==> config.mk <==
export PLATFORM = sky130hd
export DESIGN_NAME = prog_ctr
export DESIGN_NICKNAME = d
export VERILOG_FILES = /design/src/rtl/definitions.sv /design/src/rtl/pc_next.sv /design/src/rtl/prog_ctr.sv
export SDC_FILE = /design/constraint.sdc
export NUM_CORES = 1
export LEC_CHECK = 0
export ABC_AREA = 1
export CAP_MARGIN = 20
export CORE_ASPECT_RATIO = 2
export CORE_UTILIZATION = 35
export CTS_BUF_LIST = sky130_fd_sc_hd__clkbuf_16
export DETAILED_ROUTE_END_ITERATION = 8
export MAX_ROUTING_LAYER = met4
export PLACE_DENSITY = 0.64
export SLEW_MARGIN = 40
export SYNTH_ARGS = -nofsm -noshare
export SYNTH_HDL_FRONTEND = slang
export SYNTH_HIERARCHICAL = 1
export SYNTH_SLANG_ARGS = --single-unit
export TNS_END_PERCENT = 30
==> constraint.sdc <==
create_clock -name CLK -period 2.15 [get_ports CLK]
set_clock_uncertainty 0.15 [all_clocks]
set_input_delay 0.215 -clock CLK [delete_from_list [all_inputs] [get_ports CLK]]
set_output_delay 0.215 -clock CLK [all_outputs]
set_load 0.02 [all_outputs]
==> src/rtl/definitions.sv <==
// Shared types and defaults for the program counter / fetch sequencer.
package definitions;

    typedef enum logic [1:0] {
        IDLE   = 2'd0,
        RUN    = 2'd1,
        HALTED = 2'd2,
        FAULT  = 2'd3
    } pc_state_e;

    localparam int kPC_W_DEF       = 10;
    localparam int kSTART_ADDR_DEF = 0;

endpackage

==> src/rtl/pc_next.sv <==
// Next-PC adder/subtractor: sequential increment or signed branch, with out-of-range flag.
// Latency: combinational, zero cycles.
// Backpressure: none; pure function of its inputs.
module pc_next
    import definitions::*;
#(
    parameter int PC_W = kPC_W_DEF
) (
    input  logic [PC_W-1:0] pc,
    input  logic [8:0]      boffset,
    input  logic            bsign,
    input  logic            branch,
    output logic [PC_W-1:0] pc_nxt,
    output logic            oor
);

    logic [PC_W-1:0] off;
    logic [PC_W:0]   sum;
    logic [PC_W:0]   dif;

    // One extra bit catches the carry past the top address or the borrow below zero.
    always_comb begin
        off    = PC_W'(boffset);
        sum    = {1'b0, pc} + {1'b0, off};
        dif    = {1'b0, pc} - {1'b0, off};
        pc_nxt = pc + PC_W'(1);
        oor    = 1'b0;
        if (branch) begin
            pc_nxt = bsign ? dif[PC_W-1:0] : sum[PC_W-1:0];
            oor    = bsign ? dif[PC_W] : sum[PC_W];
        end
    end

endmodule

==> src/rtl/prog_ctr.sv <==
// Program counter, start/run/halt sequencer and retired-instruction counter (PC_BOUNDS_EN adds a bounds-fault state).
// Latency: next PC registered, visible one cycle after the inputs that select it.
// Backpressure: none; START is a pulse honoured only from IDLE or HALTED.
module prog_ctr
    import definitions::*;
#(
    parameter int PC_W       = kPC_W_DEF,
    parameter int START_ADDR = kSTART_ADDR_DEF,
    parameter int CNT_W      = 16
) (
    input  logic             CLK,
    input  logic             RESET_N,
    input  logic             START,
    input  logic             BRANCH,
    input  logic [8:0]       bOFFSET,
    input  logic             bSIGN,
    input  logic             ALU_RESET,
    input  logic             ALU_HALT,
    output logic [PC_W-1:0]  PC,
    output logic             RUNNING,
    output logic             DONE,
    output logic [CNT_W-1:0] INSTR_CNT,
    output logic             ERR
);

    localparam logic [1:0] ST_IDLE   = IDLE;
    localparam logic [1:0] ST_RUN    = RUN;
    localparam logic [1:0] ST_HALTED = HALTED;
`ifdef PC_BOUNDS_EN
    localparam logic [1:0] ST_FAULT  = FAULT;
`endif

    localparam logic [PC_W-1:0] kStart = PC_W'(START_ADDR);

    logic [1:0]      state;
    logic [PC_W-1:0] pc_nxt;
    logic            oor;
    logic            cnt_sat;

    pc_next #(
        .PC_W (PC_W)
    ) u_pc_next (
        .pc      (PC),
        .boffset (bOFFSET),
        .bsign   (bSIGN),
        .branch  (BRANCH),
        .pc_nxt  (pc_nxt),
        .oor     (oor)
    );

    assign cnt_sat = &INSTR_CNT;

    always_ff @(posedge CLK) begin
        if (!RESET_N) begin
            state     <= ST_IDLE;
            PC        <= kStart;
            INSTR_CNT <= '0;
        end else begin
            case (state)
                ST_IDLE: begin
                    PC <= kStart;
                    if (START) begin
                        state     <= ST_RUN;
                        INSTR_CNT <= '0;
                    end
                end
                ST_RUN: begin
                    if (!cnt_sat) begin
                        INSTR_CNT <= INSTR_CNT + CNT_W'(1);
                    end
                    // An RST op overrides any branch; with halt it is the last commit.
                    if (ALU_RESET) begin
                        PC <= kStart;
                        if (ALU_HALT) begin
                            state <= ST_HALTED;
                        end
                    end
`ifdef PC_BOUNDS_EN
                    else if (oor) begin
                        state <= ST_FAULT;
                    end
`endif
                    else begin
                        PC <= pc_nxt;
                    end
                end
                ST_HALTED: begin
                    if (START) begin
                        state     <= ST_RUN;
                        PC        <= kStart;
                        INSTR_CNT <= '0;
                    end
                end
                default: begin
                    // Bounds fault is sticky until RESET_N.
                end
            endcase
        end
    end

    assign RUNNING = (state == ST_RUN);
    assign DONE    = (state == ST_HALTED);

`ifdef PC_BOUNDS_EN
    assign ERR = (state == ST_FAULT);
`else
    logic unused_oor;
    assign unused_oor = oor;
    assign ERR        = 1'b0;
`endif

endmodule
After elaboration in Yosys (flattened, before gate mapping)

Cells that the tools add are included.

Register bits after elaboration: 28
Output and inout bits: 29

Add/sub/neg operators: 4
Equal/unequal tests: 7
Multiplexer cells: 12
Reductions and logical operators: 8

Operator list:

| operator              | count |
|---|---|
| $mux 10               | 4 |
| $mux 16               | 2 |
| $pmux 16 s2           | 1 |
| $pmux 10 s3           | 1 |
| $add 16x1->16 const B | 1 |
| $reduce_and 16->1     | 1 |
| $add 10x1->10 const B | 1 |
| $add 10x9->10         | 1 |
| $sub 10x9->10         | 1 |
| $ne 2x2->1 const B    | 4 |
| $mux 2                | 3 |
| $pmux 2 s2            | 1 |
| $reduce_and 4->1      | 1 |
| $reduce_and 3->1      | 1 |
| $reduce_bool 3->1     | 1 |
| $eq 2x1->1 const B    | 1 |
| $eq 2x2->1 const B    | 1 |
| $logic_not 2->1       | 1 |
| $ne 2x1->1 const B    | 1 |
| $reduce_and 2->1      | 1 |
| $reduce_bool 2->1     | 1 |
| $reduce_or 2->1       | 1 |

Longest topological paths before layout

Depth in word-level cells: 5
Gate-level depth with buffers: 16
Mapped depth without buffers: 15

Cells and area by module

The synthesis kept the hierarchy.

Modules (own cells, without submodules):

| module   | instances | cells each | area an instance (um^2) | sequential area each (um^2) |
|---|---|---|---|---|
| prog_ctr | 1         | 244        | 1610.3                  | 560.5 |
| pc_next  | 1         | 239        | 1263.7                  | 0.0 |

Worst setup path after synthesis

Ideal clock, no wire load.

Path kind: reg-to-reg
Start: register PC[0]
End: register PC[8]
Arrival: 1967 ps
Setup slack: -36 ps
Cell stages (with the launch flop): 15
Path buffers: 0
Clock period less this slack: 2186 ps
Cell sequence: dfxtp_1 > inv_1 > ha_1 > fa_1 > inv_1 > nand2_1 > a21oi_2 > nand2_1 > nand2_1 > nand2_1 > nand3_1 > nand3_1 > nand2_1 > nand2_1 > a21oi_1

Word-level cells in the longest chain between the ends: 5
Elaborated cells between the ends (all ways): 7
Those cells by class: add/sub (3); mux (4)

RTL lines:

| what                                           | RTL line                     | RTL |
|---|---|---|
| start, declared                                | prog_ctr.sv:19               | `output logic [PC_W-1:0] PC,` |
| start signal, assigned                         | prog_ctr.sv:56               | `PC <= kStart;` |
| start signal, assigned                         | prog_ctr.sv:61               | `PC <= kStart;` |
| start signal, assigned                         | prog_ctr.sv:73               | `PC <= kStart;` |
| $add 10x9->10 or $sub 10x9->10 (tied branches) | pc_next.sv:24, pc_next.sv:25 |  |
| $mux 10                                        | pc_next.sv:29                | `pc_nxt = bsign ? dif[PC_W-1:0] : sum[PC_W-1:0];` |
| $mux 10 (*)                                    | pc_next.sv:28                | `if (branch) begin` |
| net pc_nxt[8]                                  | prog_ctr.sv:36               | `logic [PC_W-1:0] pc_nxt;` |
| $mux 10 (*)                                    | prog_ctr.sv:72               | `if (ALU_RESET) begin` |
| $pmux 10 s3 (*)                                | prog_ctr.sv:59               | `case (state)` |

The timed path passes the listed nets; every way through them passes the cells marked *.
A chain may end at the register's enable or synchronous reset.

Worst setup path after layout

Start: register PC[0]
End: register PC[6]

Same word-level chain as after synthesis.

==> impl_metrics.py <==
metrics = {
    "status": {
        "outcome": "finished, final reports clean",
    },
    "clocking": {
        "worstSkewPairLatency_ps": 260,
        "cts_tree": "built",
        "htree_num_levels": 1,
        "cts-root-buf": "clkbuf_16",
        "cts_made_buffers": 3,
        "cts-hold-fix-buffers": 0,
        "clock_sinks": 28,
        "cts_buffer_depth": 2,
        "path_clk_slew_ps": 70,
    },
    "worst_hold_path": {
        "holdCritPathClass": "reg -> reg",
        "worstHoldPathCells": 2,
    },
    "pwr": {
        "combPwrFrac_pct": 30.3,
        "power.density_nw_per_um2": 380,
        "intPower_uw": 972,
        "seqPwrFrac_pct": 39.6,
        "ir_drop_mv": 0.290,
        "leakage_nw": 1.70,
        "p_switching_uw": 449,
        "clkPwrFrac_pct": 30.1,
        "p_sw_share_pct": 31.6,
    },
    "die": {
        "fp-row-count": 46,
        "die-area_um2": 8490,
        "die_w_um": 65.7,
        "fp.dieH_um": 129,
        "fp.coreArea_um2": 7890,
        "start_util_pct": 36.0,
        "pin_count": 45,
    },
    "yosys": {
        "synth_fp_nets": 512,
        "synth.avg_cell_area_um2": 5.99,
        "syn_area_um2": 2840,
        "synth_cells": 474,
        "yosys_warnings": 6,
    },
    "final_layout": {
        "final_cells": 638,
        "syn_to_final_growth_pct": 31.8,
        "drive_gt1_share_pct": 19.4,
        "n_fill_cell": 810,
        "num_antenna_cells": 0,
        "nets": 582,
    },
    "sta": {
        "slew_headroom_pct": 63.9,
        "setup_viol": 0,
        "fin_tns_setup_ps": 0,
        "finalWorstSetupSlack_ps": 112,
        "maxSlewViolCount": 0,
        "hold_viol": 0,
        "rsz0062_at_grt": "yes",
        "period_needed_ps": 2040,
        "max_freq_mhz": 491,
        "finalCritPeriodShare_pct": 94.8,
        "worstMarginPinSlew_ps": 541,
    },
    "run": {
        "drv_cap": 0,
    },
    "place": {
        "placed_cells": 634,
        "dpl.hpwl_um": 6760,
        "routabilityCongestion": 0.897,
        "place_ws_ps": -263,
        "place.port_buffers": 43,
    },
    "global_routing": {
        "use_met1_pct": 18.2,
        "grt_max_degree": 15,
        "busiest_layer": "met2",
        "use_met2_pct": 42.3,
        "grt_pass1_vias": 3041,
        "grt_overflow": 0,
        "grt_pass1_wl_um": 13400,
        "use_met3_pct": 1.14,
        "antenna_found_initial": 0,
        "grt_usage_pct": 20.9,
    },
    "detailed_routing": {
        "drt_iter0_markers": 150,
        "drt_first_pass_iters": 4,
        "vias": 3159,
        "wl_per_cell_um": 13.2,
        "drc": 0,
        "final_antenna_net_count": 0,
        "routed_via_density": 4.95,
        "wl_um": 8430,
    },
    "critical_path": {
        "arrival_ps": 2090,
        "worst_setup_path_start_kind": "flip-flop",
        "crit_type": "reg -> reg",
        "crit_required_ps": 2200,
        "slowest_stage": "fa_2",
        "endpoint_kind": "flip-flop",
        "rr_worst_depth": 14,
        "max_stage_delay_ps": 380,
        "cp_max_fo": 3,
        "cp_common_cell": "nand2_1",
        "path_cells": "inv_2 > ha_4 > fa_2 > inv_2 > nand2_2 > a21oi_4 > nand2_1 > nand3b_1 > nand2_1 > nand2_1 > nand3_1 > nand2_1 > nand2_1 > a21oi_2",
    },
}
-- through the flow --
step	hold slack (ps)	total power [mW]	utilization (%)	cell area (µm²)
after floorplan	189	0.828	-	2840
after global placement	340	0.978	44.7	3530
after detailed placement	350	0.982	44.7	3530
after CTS	360	1.43	45.8	3610
after global routing	383	1.51	47.4	3740
final	357	1.42	47.4	3740
-- cell usage in the layout (no fill, tap or decap), types with 3 or more instances in the layout --
master             n
a21oi_1           30
a21oi_2            4
buf_4             35
clkbuf_16          3
clkdlybuf4s50_1   41
clkinv_1           4
dfxtp_1           27
ha_1              13
ha_4               7
inv_1             52
inv_2             13
nand2_1          149
nand2_2           13
nand3_1           37
nand3_2            9
nand4_1            4
nor2_1            46
nor2_2            10
nor2_4             3
nor3_1             3
o21ai_0           13
o21ai_1            4
o21bai_1           3
-- layer usage --
metal | up-vias | part of all wire, %
met1 | 1432 | 35
met4 | 0 | 3.6
li1 | 1626 | -
met5 | - | 0
met2 | 79 | 59
met3 | 22 | 2.5
-- worst paths after layout --
| check | startpoint | end | slack (ps) |
|---|---|---|---|
| worst max-delay path | PC[0] | PC[6] | 110 |
| worst min-delay path | state[1] | state[1] | 360 |
| worst max register to register | PC[0] | PC[6] | 110 |
| worst min register to register | state[1] | state[1] | 360 |
-- sequential cells by signal, summed over array words and instances (netlist names) --
register / count
state: 2
PC: 10
INSTR_CNT: 16
-- worst max-delay path, delay by kind of cell, from the launching register on --
kind	cells	cell delay (ps)
fa+ha+maj	2	540
simple gates	8	530
compound gates	2	310
flops	1	340
buf+inv	2	120
-- timing repair --
item                                    in CTS  in global routing
gates resized for setup                      0                 28
setup buffers                                1                  0
endpoints found under the setup margin       2                  7
pin swaps                                    3                 11
hold endpoints to repair                     0                  0
-- layout make-up --
class / instances / area (µm²) / area share (%)
inverter: 69 / 259 / 6.93
clock buffer: 3 / 75.1 / 2.01
tap: 96 / 120 / 3.21
sequential: 28 / 562 / 15.0
multi-input combinational: 364 / 2030 / 54.2
timing repair buffer: 78 / 698 / 18.7
-- power by group through the flow --
stage | combinational [mW] | sequential, mW | clock (mW)
finish | 0.432 | 0.563 | 0.428
detailed placement | 0.409 | 0.573 | 0
CTS | 0.412 | 0.562 | 0.453
floorplan | 0.236 | 0.592 | 0
global placement | 0.405 | 0.573 | 0
global route | 0.476 | 0.566 | 0.470
(Power assumes the default switching activity.)
==> patch 1 (config.mk and constraints unchanged) <==
The parameter `CNT_W` goes from 16 to 12.
--- a/src/rtl/prog_ctr.sv
+++ b/src/rtl/prog_ctr.sv
@@ -6,7 +6,7 @@
 #(
     parameter int PC_W       = kPC_W_DEF,
     parameter int START_ADDR = kSTART_ADDR_DEF,
-    parameter int CNT_W      = 16
+    parameter int CNT_W      = 12
 ) (
     input  logic             CLK,
     input  logic             RESET_N,
Interface: changed (resized INSTR_CNT); port bits go from 45 to 41. The function was not compared with the original's and may differ.
==> patch 1 against the original RTL <==
Sequential share of layout area fell by 0.52 points; sequential power shrank 18%; critical path depth unchanged; largest cell class unchanged; area after synthesis shrank 12%; final area decreased by 11%; non-clock buffer count decreased by 9; routed wire length down 12%; sequential cell count is 4 lower; total power decreased by 16%; worst setup slack worse by 0.0025 ns; largest power group unchanged.
==> patch 1: results (changes against the original RTL) <==
* Status: finished, final reports clean (unchanged)
* Hold Path Depth at 5 (was 2)
* Met1 wire length at 2600 um (was 2970 um)
* Area after DPL at 3110 sq um (was 3530 sq um)
* Worst-margin pin slew at 0.499 ns (was 0.541 ns)
* RePlAce Congestion at 0.909 (was 0.897)
* Placed Cells at 564 (was 634)
* Top Registers: INSTR_CNT: 12 flops, PC: 10 flops, state: 2 flops (was INSTR_CNT: 16 flops, PC: 10 flops, state: 2 flops)
* Largest net degree at the start of global routing at 18 (was 15)
* Hold WC Path Type: input port to flip-flop (was flip-flop to flip-flop)
* WL met2 at 4360 um (was 4950 um)
* Grt met3 use at 1.39% (was 1.14%)
* Via density at 4.88 (was 4.95)
* Pre-antenna DRT Iters at 5 (was 4)
* Number of global-route vias before repair at 2667 (was 3041)
* Seq pwr share at 38.4% (was 39.6%)
* Filler cells at 762 (was 810)
* Leak Pwr at 1.52 nW (was 1.70 nW)
* Clock network power at 0.403 mW (was 0.428 mW)
* Tot GR Track Use at 21.7% (was 20.9%)
* Dpl hpwl at 6020 um (was 6760 um)
* Switch Pwr at 0.358 mW (was 0.449 mW)
* Final #Nets at 519 (was 582)
* Routed WL at 7410 um (was 8430 um)
* First-pass GRT wire length at 11800 um (was 13400 um)
* DP Worst Slack at -0.274 ns (was -0.263 ns)
* RR Endpoint: PC[8] (was PC[6])
* Met3 WL at 220 um (was 212 um)
* Share of layout cells above drive strength 1 at 17.1% (was 19.4%)
* DR WL/cell at 13.0 um (was 13.2 um)
[patch 1: cell type report]
class,count,area [sq um],area share (%)
timing repair buffer,69,621,18.7
sequential,24,482,14.5
multi-input combinational,320,1790,53.9
inverter,63,241,7.27
clock buffer,3,75.1,2.26
tap,90,113,3.39
[patch 1: worst min path at each step]
stage | from | to | slack, ns
after global placement | INSTR_CNT[1] | INSTR_CNT[1] | 0.35
after CTS | INSTR_CNT[10] | INSTR_CNT[10] | 0.37
final | bOFFSET[0] | PC[0] | 0.34
after detailed placement | state[1] | state[1] | 0.36
after global routing | INSTR_CNT[10] | INSTR_CNT[10] | 0.39
after floorplan | START | state[0] | 0.20
[patch 1: critical path: stages, from the launching register on]
cell and delay (ns):
dfxtp_2 0.35, inv_2 0.05, ha_4 0.16, fa_2 0.37, inv_2 0.07, nand2_2 0.06
a21oi_4 0.15, nand2_1 0.08, nand2_1 0.07, nand2_2 0.05, nand3_1 0.07, nand3_1 0.07
nand2_1 0.06, nand2_1 0.06, a21oi_2 0.14
==> patch 2 (same settings) <==
Without the edit above. Make the reset (`RESET_N`) asynchronous in one clocked block.
--- a/src/rtl/prog_ctr.sv
+++ b/src/rtl/prog_ctr.sv
@@ -50,7 +50,7 @@
 
     assign cnt_sat = &INSTR_CNT;
 
-    always_ff @(posedge CLK) begin
+    always_ff @(posedge CLK or negedge RESET_N) begin
         if (!RESET_N) begin
             state     <= ST_IDLE;
             PC        <= kStart;
Formal check against the unedited RTL: differs if RESET_N is asserted again (counterexample within 4 cycles, from zero or initial values and one cycle with RESET_N low); with RESET_N held inactive, the same outputs for 10 cycles.
==> patch 2 against the original RTL <==
The run now fails in 5_2_route; area after synthesis up 0.88%.
==> patch 2: results (changes against the original RTL) <==
* Dpl hpwl at 6530 um (was 6760 um)
* Worst EP kind: register data pin
* GRT worst endpoint: PC[8]$_DFFE_PN0P_/D
* Synth warn at 6 (unchanged)
* First-pass GRT wire length at 13200 um (was 13400 um)
* Grt total ovfl at 0 (unchanged)
* Area after DPL at 3550 sq um (was 3530 sq um)
* Stopped at: 5_2_route
* CTS buffer count at 3 (unchanged)
* RePlAce Congestion at 0.957 (was 0.897)
* Number of global-route vias before repair at 2924 (was 3041)
* Initial antenna violation count at 0 (unchanged)
* Tot GR Track Use at 20.3% (was 20.9%)
* DP Worst Slack at -0.272 ns (was -0.263 ns)
* Status: stopped before the end (was finished, final reports clean)
* Root Buffer: clkbuf_16 (unchanged)
* Largest net degree at the start of global routing at 29 (was 15)
* Placed Cells at 603 (was 634)
* Htree depth at 1 (unchanged)
* IO Port Bufs at 43 (unchanged)
* CTS Buffer Depth at 2 (unchanged)
* Stop err: [ERROR DRT-0255] Maze Route cannot find path of net CLK in worker of routeBox ( 48300 0 ) ( 65950 48300 ).
* Syn nets at 482 (was 512)
* Post-synthesis instance total at 444 (was 474)
-- patch 2: layer usage --
metal,global-route usage (%)
met1,19.2
met2,39.3
met3,1.57
met4,10.3
met5,-
-- patch 2: timing repair --
action                                  4_1_cts  5_1_grt
buffers inserted                              2        1
endpoints found under the setup margin        3        7
resized for setup                             2       25
pin swaps                                     1        7
-- patch 2: metrics by stage --
stage / setup TNS (ns) / hold slack [ns]
detailed placement: -1.61 / 0.403
global placement: -1.34 / 0.397
CTS: 0 / 0.203
floorplan: 0 / -0.231
global route: -0.0781 / 0.213
